## src/rtl/btb_update_ctrl.sv

```systemverilog
`default_nettype none
// ============================================================================
// Module   : btb_update_ctrl
// Purpose  : Write-side controller for the 8-set, 2-way BTB. Queues resolved
//            branches, read-modify-writes one storage set per record.
// Revision : 1.0 - initial release
// ============================================================================
module btb_update_ctrl #(
  parameter int FIFO_DEPTH = 4,
  parameter int CNT_W      = 16
) (
  input  logic             clk,
  input  logic             rst,
  input  logic             in_valid,
  output logic             in_ready,
  input  logic [31:0]      in_pc,
  input  logic             in_taken,
  input  logic [31:0]      in_target,
  output logic [2:0]       update_index,
  input  logic [127:0]     update_set,
  output logic             write_en,
  output logic [2:0]       write_index,
  output logic [127:0]     write_set,
  output logic             busy,
  output logic [CNT_W-1:0] alloc_count
);

  localparam int         c_PTR_W  = $clog2(FIFO_DEPTH);
  localparam logic [1:0] c_IDLE   = 2'd0;
  localparam logic [1:0] c_LOOKUP = 2'd1;
  localparam logic [1:0] c_WRITE  = 2'd2;
  localparam logic [c_PTR_W:0] c_FULL = (c_PTR_W+1)'(FIFO_DEPTH);

  logic [1:0]         r_state;
  logic [1:0]         w_next_state;
  logic               w_push;
  logic               w_pop;
  logic               w_nonempty;

  logic [31:2]        r_fifo_pc     [FIFO_DEPTH];
  logic               r_fifo_taken  [FIFO_DEPTH];
  logic [31:0]        r_fifo_target [FIFO_DEPTH];
  logic [c_PTR_W-1:0] r_wr_ptr;
  logic [c_PTR_W-1:0] r_rd_ptr;
  logic [c_PTR_W:0]   r_count;

  logic [31:2]        r_work_pc;
  logic               r_work_taken;
  logic [31:0]        r_work_target;
  logic [2:0]         r_write_index;
  logic [127:0]       r_write_set;
  logic [CNT_W-1:0]   r_alloc;

  logic [61:0]        w_way0;
  logic [61:0]        w_way1;
  logic [26:0]        w_tag;
  logic               w_hit0;
  logic               w_hit1;
  logic               w_hit;
  logic               w_victim;
  logic               w_sel;
  logic [61:0]        w_old;
  logic [1:0]         w_ctr;
  logic [31:0]        w_tgt;
  logic [61:0]        w_new_way;
  logic [127:0]       w_new_set;
  logic               w_unused_bits;

  assign w_unused_bits = ^{in_pc[1:0], update_set[126:124]};
  assign w_nonempty    = (r_count != '0);
  assign w_push        = in_valid && in_ready;

  // Lookup datapath: update_set is the current contents of the work set.
  assign w_way0   = update_set[61:0];
  assign w_way1   = update_set[123:62];
  assign w_tag    = r_work_pc[31:5];
  assign w_hit0   = w_way0[61] && (w_way0[60:34] == w_tag);
  assign w_hit1   = w_way1[61] && (w_way1[60:34] == w_tag);
  assign w_hit    = w_hit0 || w_hit1;
  assign w_victim = !w_way0[61] ? 1'b0 : (!w_way1[61] ? 1'b1 : update_set[127]);
  assign w_sel    = w_hit ? !w_hit0 : w_victim;
  assign w_old    = w_sel ? w_way1 : w_way0;

  always_comb begin
    w_ctr = 2'b10;
    if (w_hit) begin
      if (r_work_taken) w_ctr = (w_old[1:0] == 2'b11) ? 2'b11 : w_old[1:0] + 2'b01;
      else              w_ctr = (w_old[1:0] == 2'b00) ? 2'b00 : w_old[1:0] - 2'b01;
    end
  end

  assign w_tgt     = (w_hit && !r_work_taken) ? w_old[33:2] : r_work_target;
  assign w_new_way = {1'b1, w_tag, w_tgt, w_ctr};
  assign w_new_set = {~w_sel, 3'b000,
                      w_sel ? w_new_way : w_way1,
                      w_sel ? w_way0    : w_new_way};

  // State register
  always_ff @(posedge clk) begin
    if (rst) r_state <= c_IDLE;
    else     r_state <= w_next_state;
  end

  // Next-state logic
  always_comb begin
    w_next_state = r_state;
    w_pop        = 1'b0;
    case (r_state)
      c_IDLE: begin
        if (w_nonempty) begin
          w_pop        = 1'b1;
          w_next_state = c_LOOKUP;
        end
      end
      c_LOOKUP: w_next_state = (w_hit || r_work_taken) ? c_WRITE : c_IDLE;
      c_WRITE: begin
        w_pop        = w_nonempty;
        w_next_state = w_nonempty ? c_LOOKUP : c_IDLE;
      end
      default: w_next_state = c_IDLE;
    endcase
  end

  // Output logic
  always_comb begin
    write_en = (r_state == c_WRITE);
    busy     = (r_state != c_IDLE) || w_nonempty;
    in_ready = (r_count != c_FULL);
  end

  assign update_index = r_work_pc[4:2];
  assign write_index  = r_write_index;
  assign write_set    = r_write_set;
  assign alloc_count  = r_alloc;

  always_ff @(posedge clk) begin
    if (w_push) begin
      r_fifo_pc[r_wr_ptr]     <= in_pc[31:2];
      r_fifo_taken[r_wr_ptr]  <= in_taken;
      r_fifo_target[r_wr_ptr] <= in_target;
    end
  end

  always_ff @(posedge clk) begin
    if (rst) begin
      r_wr_ptr <= '0;
      r_rd_ptr <= '0;
      r_count  <= '0;
    end else begin
      if (w_push) r_wr_ptr <= r_wr_ptr + c_PTR_W'(1);
      if (w_pop)  r_rd_ptr <= r_rd_ptr + c_PTR_W'(1);
      case ({w_push, w_pop})
        2'b10:   r_count <= r_count + (c_PTR_W+1)'(1);
        2'b01:   r_count <= r_count - (c_PTR_W+1)'(1);
        default: r_count <= r_count;
      endcase
    end
  end

  always_ff @(posedge clk) begin
    if (rst) begin
      r_work_pc     <= '0;
      r_work_taken  <= 1'b0;
      r_work_target <= '0;
      r_write_index <= '0;
      r_write_set   <= '0;
      r_alloc       <= '0;
    end else begin
      if (w_pop) begin
        r_work_pc     <= r_fifo_pc[r_rd_ptr];
        r_work_taken  <= r_fifo_taken[r_rd_ptr];
        r_work_target <= r_fifo_target[r_rd_ptr];
      end
      if ((r_state == c_LOOKUP) && (w_hit || r_work_taken)) begin
        r_write_index <= r_work_pc[4:2];
        r_write_set   <= w_new_set;
        if (!w_hit && (r_alloc != {CNT_W{1'b1}})) r_alloc <= r_alloc + CNT_W'(1);
      end
    end
  end

endmodule
`default_nettype wire
```

## config.mk

```make
export PLATFORM = sky130hd
export DESIGN_NAME = btb_update_ctrl
export DESIGN_NICKNAME = d
export VERILOG_FILES = /design/src/rtl/btb_update_ctrl.sv
export SDC_FILE = /design/constraint.sdc
export NUM_CORES = 1
export LEC_CHECK = 0
export ABC_AREA = 1
export BUFFER_PORTS_ARGS = -buffer_cell sky130_fd_sc_hd__buf_2
export CAP_MARGIN = 5
export CORE_ASPECT_RATIO = 1.1
export CORE_MARGIN = 2
export CORE_UTILIZATION = 60
export CTS_CLUSTER_SIZE = 30
export DETAILED_ROUTE_END_ITERATION = 8
export PLACE_DENSITY_LB_ADDON = 0.2
export RECOVER_POWER = 100
export SLEW_MARGIN = 20
export SYNTH_ARGS = -nofsm -noshare
export SYNTH_HDL_FRONTEND = slang
export SYNTH_SLANG_ARGS = --single-unit
```

## constraint.sdc

```tcl
create_clock -name clk -period 6.25 [get_ports clk]
set_input_delay 0.625 -clock clk [delete_from_list [all_inputs] [get_ports clk]]
set_output_delay 0.625 -clock clk [all_outputs]
set_load 0.02 [all_outputs]
```

==> results.py <==
metrics = {
    "place": {
        "dpl.hpwl_microns": 38300,
        "place_inst": 3001,
        "io_buffer_count": 340,
        "gp_congestion": 0.932,
    },
    "detailed_routing": {
        "viasPerCell": 5.75,
        "vias": 17797,
        "ant_nets": 0,
        "wire_per_inst_microns": 19.3,
        "routed_wl_microns": 59800,
        "first_pass_iters": 6,
        "drt_iter0_drc": 1880,
        "drc_errors": 0,
    },
    "timing": {
        "hold_violations": 0,
        "worst_slew_pin_slew_ns": 4.31,
        "fin_crit_sh_pct": 77.2,
        "slew_viol_final": 491,
        "rsz0062_at_grt": "no",
        "max_slew_margin_pct": -187,
        "fin_skew_ns": 0.0214,
        "setup_tns_ns": 0,
        "setup_viol": 0,
        "final.min_clock_period_ns": 4.82,
        "fmax_mhz": 207,
    },
    "pwr": {
        "p_per_area_nw_per_um2": 390,
        "switching_share_pct": 34.9,
        "p_comb_share_pct": 25.7,
        "netSwitchingPower_uw": 3190,
        "p_clk_share_pct": 29.8,
        "p_int_uw": 5950,
        "ir_drop_uv": 271,
        "seq_power_share_pct": 44.5,
        "leakagePower_uw": 0.00898,
    },
    "floorplanning": {
        "dieArea_sq_um": 35600,
        "rows": 70,
        "die_x_microns": 180,
        "io_pins": 349,
        "start_util_pct": 61.2,
        "core_area_sq_um": 33500,
        "die_h_microns": 198,
    },
    "setup_path": {
        "critical_path_buf_inv_count": 2,
        "endpoint_kind": "flip-flop",
        "r2r-start": "r_work_pc[20]",
        "crit_type": "reg2reg",
        "cpLargestDelayFamily": "simple AND/OR/NAND/NOR gates",
        "critPathSlowestCell": "inv_1",
        "cp_slowest_stage_delay_ns": 1.33,
        "arrival_ns": 5.27,
        "reg2reg_to": "alloc_count[5]",
        "crit_path_cell_trace": "or2_1 -> nand2_1 -> nor2_1 -> nand3_1 -> nor2_2 -> nand2_1 -> nand3_1 -> nand2_4 -> inv_1 -> nand2_2 -> inv_1 -> nand3_1 -> nand2_1 -> nor2_1",
        "startpoint_type": "flip-flop",
        "crit_fanout": 57,
        "ff2ff_path_depth": 14,
        "critPathRequiredTime_ns": 6.70,
        "ff2ff_setup_slack_ns": 1.43,
    },
    "status": {
        "violations": "max-capacitance violations, max-slew violations",
        "status": "complete, but fails checks",
    },
    "cts": {
        "clock_latency_ns": 0.56,
        "cts_tree": "done",
        "h-tree-depth": 2,
        "cts-resized-gates": 0,
        "clk_path_buf_depth": 3,
        "cts_setup_buffers": 0,
        "cts_root_buf": "clkbuf_16",
        "postCtsHoldBufs": 0,
        "cts_made_buffers": 46,
        "cts_sinks": 468,
        "clkTransAtPathRegs_ns": 0.06,
    },
    "global_routing": {
        "antenna_found_initial": 11,
        "grtUsageTotal_pct": 32.4,
        "grt_max_degree": 101,
        "grt-ovfl-total": 0,
        "grt_pass1_wl_microns": 90400,
        "grt_pass1_vias": 16467,
    },
    "synthesis": {
        "yosysSeqAreaShare_pct": 58.1,
        "async_flop_share_pct": 0,
        "yosysMostFrequentCell": "nand2_1",
        "ys_warn_count": 0,
        "synth_edf_count": 252,
        "synthFlopType": "edfxtp_1",
        "netlist-cell-type-count": 37,
        "netlist.area_leader.share_pct": 37.0,
        "netlist_instances": 2356,
        "synthTopCellsByCount": "nand2_1 (437), nor2_1 (367), edfxtp_1 (252), o21ai_0 (252), dfxtp_1 (216)",
        "syn_area_sq_um": 20500,
        "ys_top_cells_by_area": "edfxtp_1 (37%), dfxtp_1 (21%), nand2_1 (8.0%)",
        "postSynthAreaPerCell_sq_um": 8.69,
        "yosys.area.top_type": "edfxtp_1",
        "ys_seq_elements": 468,
    },
    "run": {
        "max_cap_viol_count": 9,
    },
    "finish": {
        "multi_input_area_sq_um": 7220,
        "layout.area.seq_sq_um": 11900,
        "drive_gt1_share_pct": 8.96,
        "fin_cells": 3097,
        "area_growth_pct": 14.4,
        "final_util_pct": 70.0,
        "fillerInstances": 2721,
        "fin_nets": 2823,
    },
    "hold_path": {
        "hold_depth": 1,
        "hold_path_end": "r_fifo_pc[0][5]",
        "hold_path.class": "in2reg",
        "holdCritStartpoint": "in_pc[7]",
    },
}
-- cell type report --
cell class	instances	area share (%)
antenna	9	0.0962
timing repair buffer	359	6.69
sequential	468	50.8
inverter	181	2.91
multi-input combinational	1564	30.8
tap	432	2.31
clock inverter	19	0.738
clock buffer	65	5.61
-- power groups by stage --
stage | Sequential, uW | Combinational (uW) | Clock [uW]
finish | 4070 | 2350 | 2730
global route | 4100 | 2620 | 2890
CTS | 4030 | 2340 | 2750
detailed placement | 4090 | 2320 | 0
global placement | 4080 | 2260 | 0
floorplan | 4030 | 1580 | 0
-- worst max-delay path by stage --
stage,depth (start not counted),from,endpoint,slack [ns]
2_1_floorplan,4,r_count[1],r_fifo_pc[0][0],2.27
3_3_place_gp,13,update_set[40],write_set[70],1.82
3_5_place_dp,13,update_set[40],write_set[67],1.78
4_1_cts,12,r_work_pc[20],write_set[66],2.02
5_1_grt,5,rst,write_set[105],0.91
6_report,14,r_work_pc[20],alloc_count[5],1.43
-- cell families (layout without fill, tap and decap cells) --
group,Yosys count,count (layout),synth area share (%)
DFF,468,468,58.1
adders and majority gates,7,7,0.465
other,1,12,0.0183
and+or+nand+nor,1076,1076,21.8
xor gates and xnor gates,18,18,0.770
AOI/OAI and AO/OA,460,460,12.1
buffers and inverters,326,624,6.70
-- cell usage in the layout, fill, tap and decap left out, types with 2 or more instances in the layout --
cell / Yosys / routed
a21boi_0: 8 / 30
a21boi_1: 24 / 2
a21oi_1: 95 / 95
a31oi_1: 67 / 67
buf_2: 40 / 126
buf_4: 20 / 9
bufinv_16: 0 / 3
clkbuf_1: 66 / 231
clkbuf_16: 0 / 47
clkbuf_2: 0 / 3
clkbuf_8: 0 / 7
clkinv_1: 0 / 5
clkinv_2: 0 / 10
clkinvlp_4: 0 / 2
conb_1: 1 / 3
dfxtp_1: 216 / 214
diode_2: 0 / 9
edfxtp_1: 252 / 252
ha_1: 6 / 6
inv_1: 162 / 162
inv_2: 19 / 17
nand2_1: 437 / 438
nand3_1: 123 / 124
nand4_1: 16 / 16
nor2_1: 367 / 365
nor2_2: 2 / 2
nor2_4: 1 / 3
nor3_1: 114 / 114
nor4_1: 5 / 5
o21a_1: 2 / 2
o21ai_0: 252 / 256
o21ai_1: 8 / 4
o22ai_1: 2 / 2
or2_1: 4 / 3
xnor2_1: 8 / 8
xor2_1: 10 / 10
-- metal layers --
metal / part of all wire (%) / GRT usage [%] / vias to the layer above
met3: 9.4 / 5.94 / 140
met5: 0.045 / 0 / -
met2: 47 / 52.4 / 878
met1: 41 / 44.2 / 8320
met4: 3.2 / 11.4 / 4
li1: - / - / 8455
-- sequential cells by signal, indices dropped and copies added, names as in the netlist, 3 cells and up --
signal         cells
r_fifo_taken       4
alloc_count       16
r_work_target     32
write_set        125
r_work_pc         30
r_fifo_target    128
r_count            3
write_index        3
r_fifo_pc        120
-- metrics by stage --
stage	area [sq um]	setup slack, ns	total power, uW	hold WS, ns
after floorplan	20500	2.27	5620	0.453
after global placement	22200	1.82	6340	0.446
after detailed placement	22200	1.78	6410	0.453
after CTS	23700	2.02	9130	0.259
after global routing	23400	0.910	9610	0.309
final	23400	1.43	9140	0.317
(Power assumes the default switching activity.)
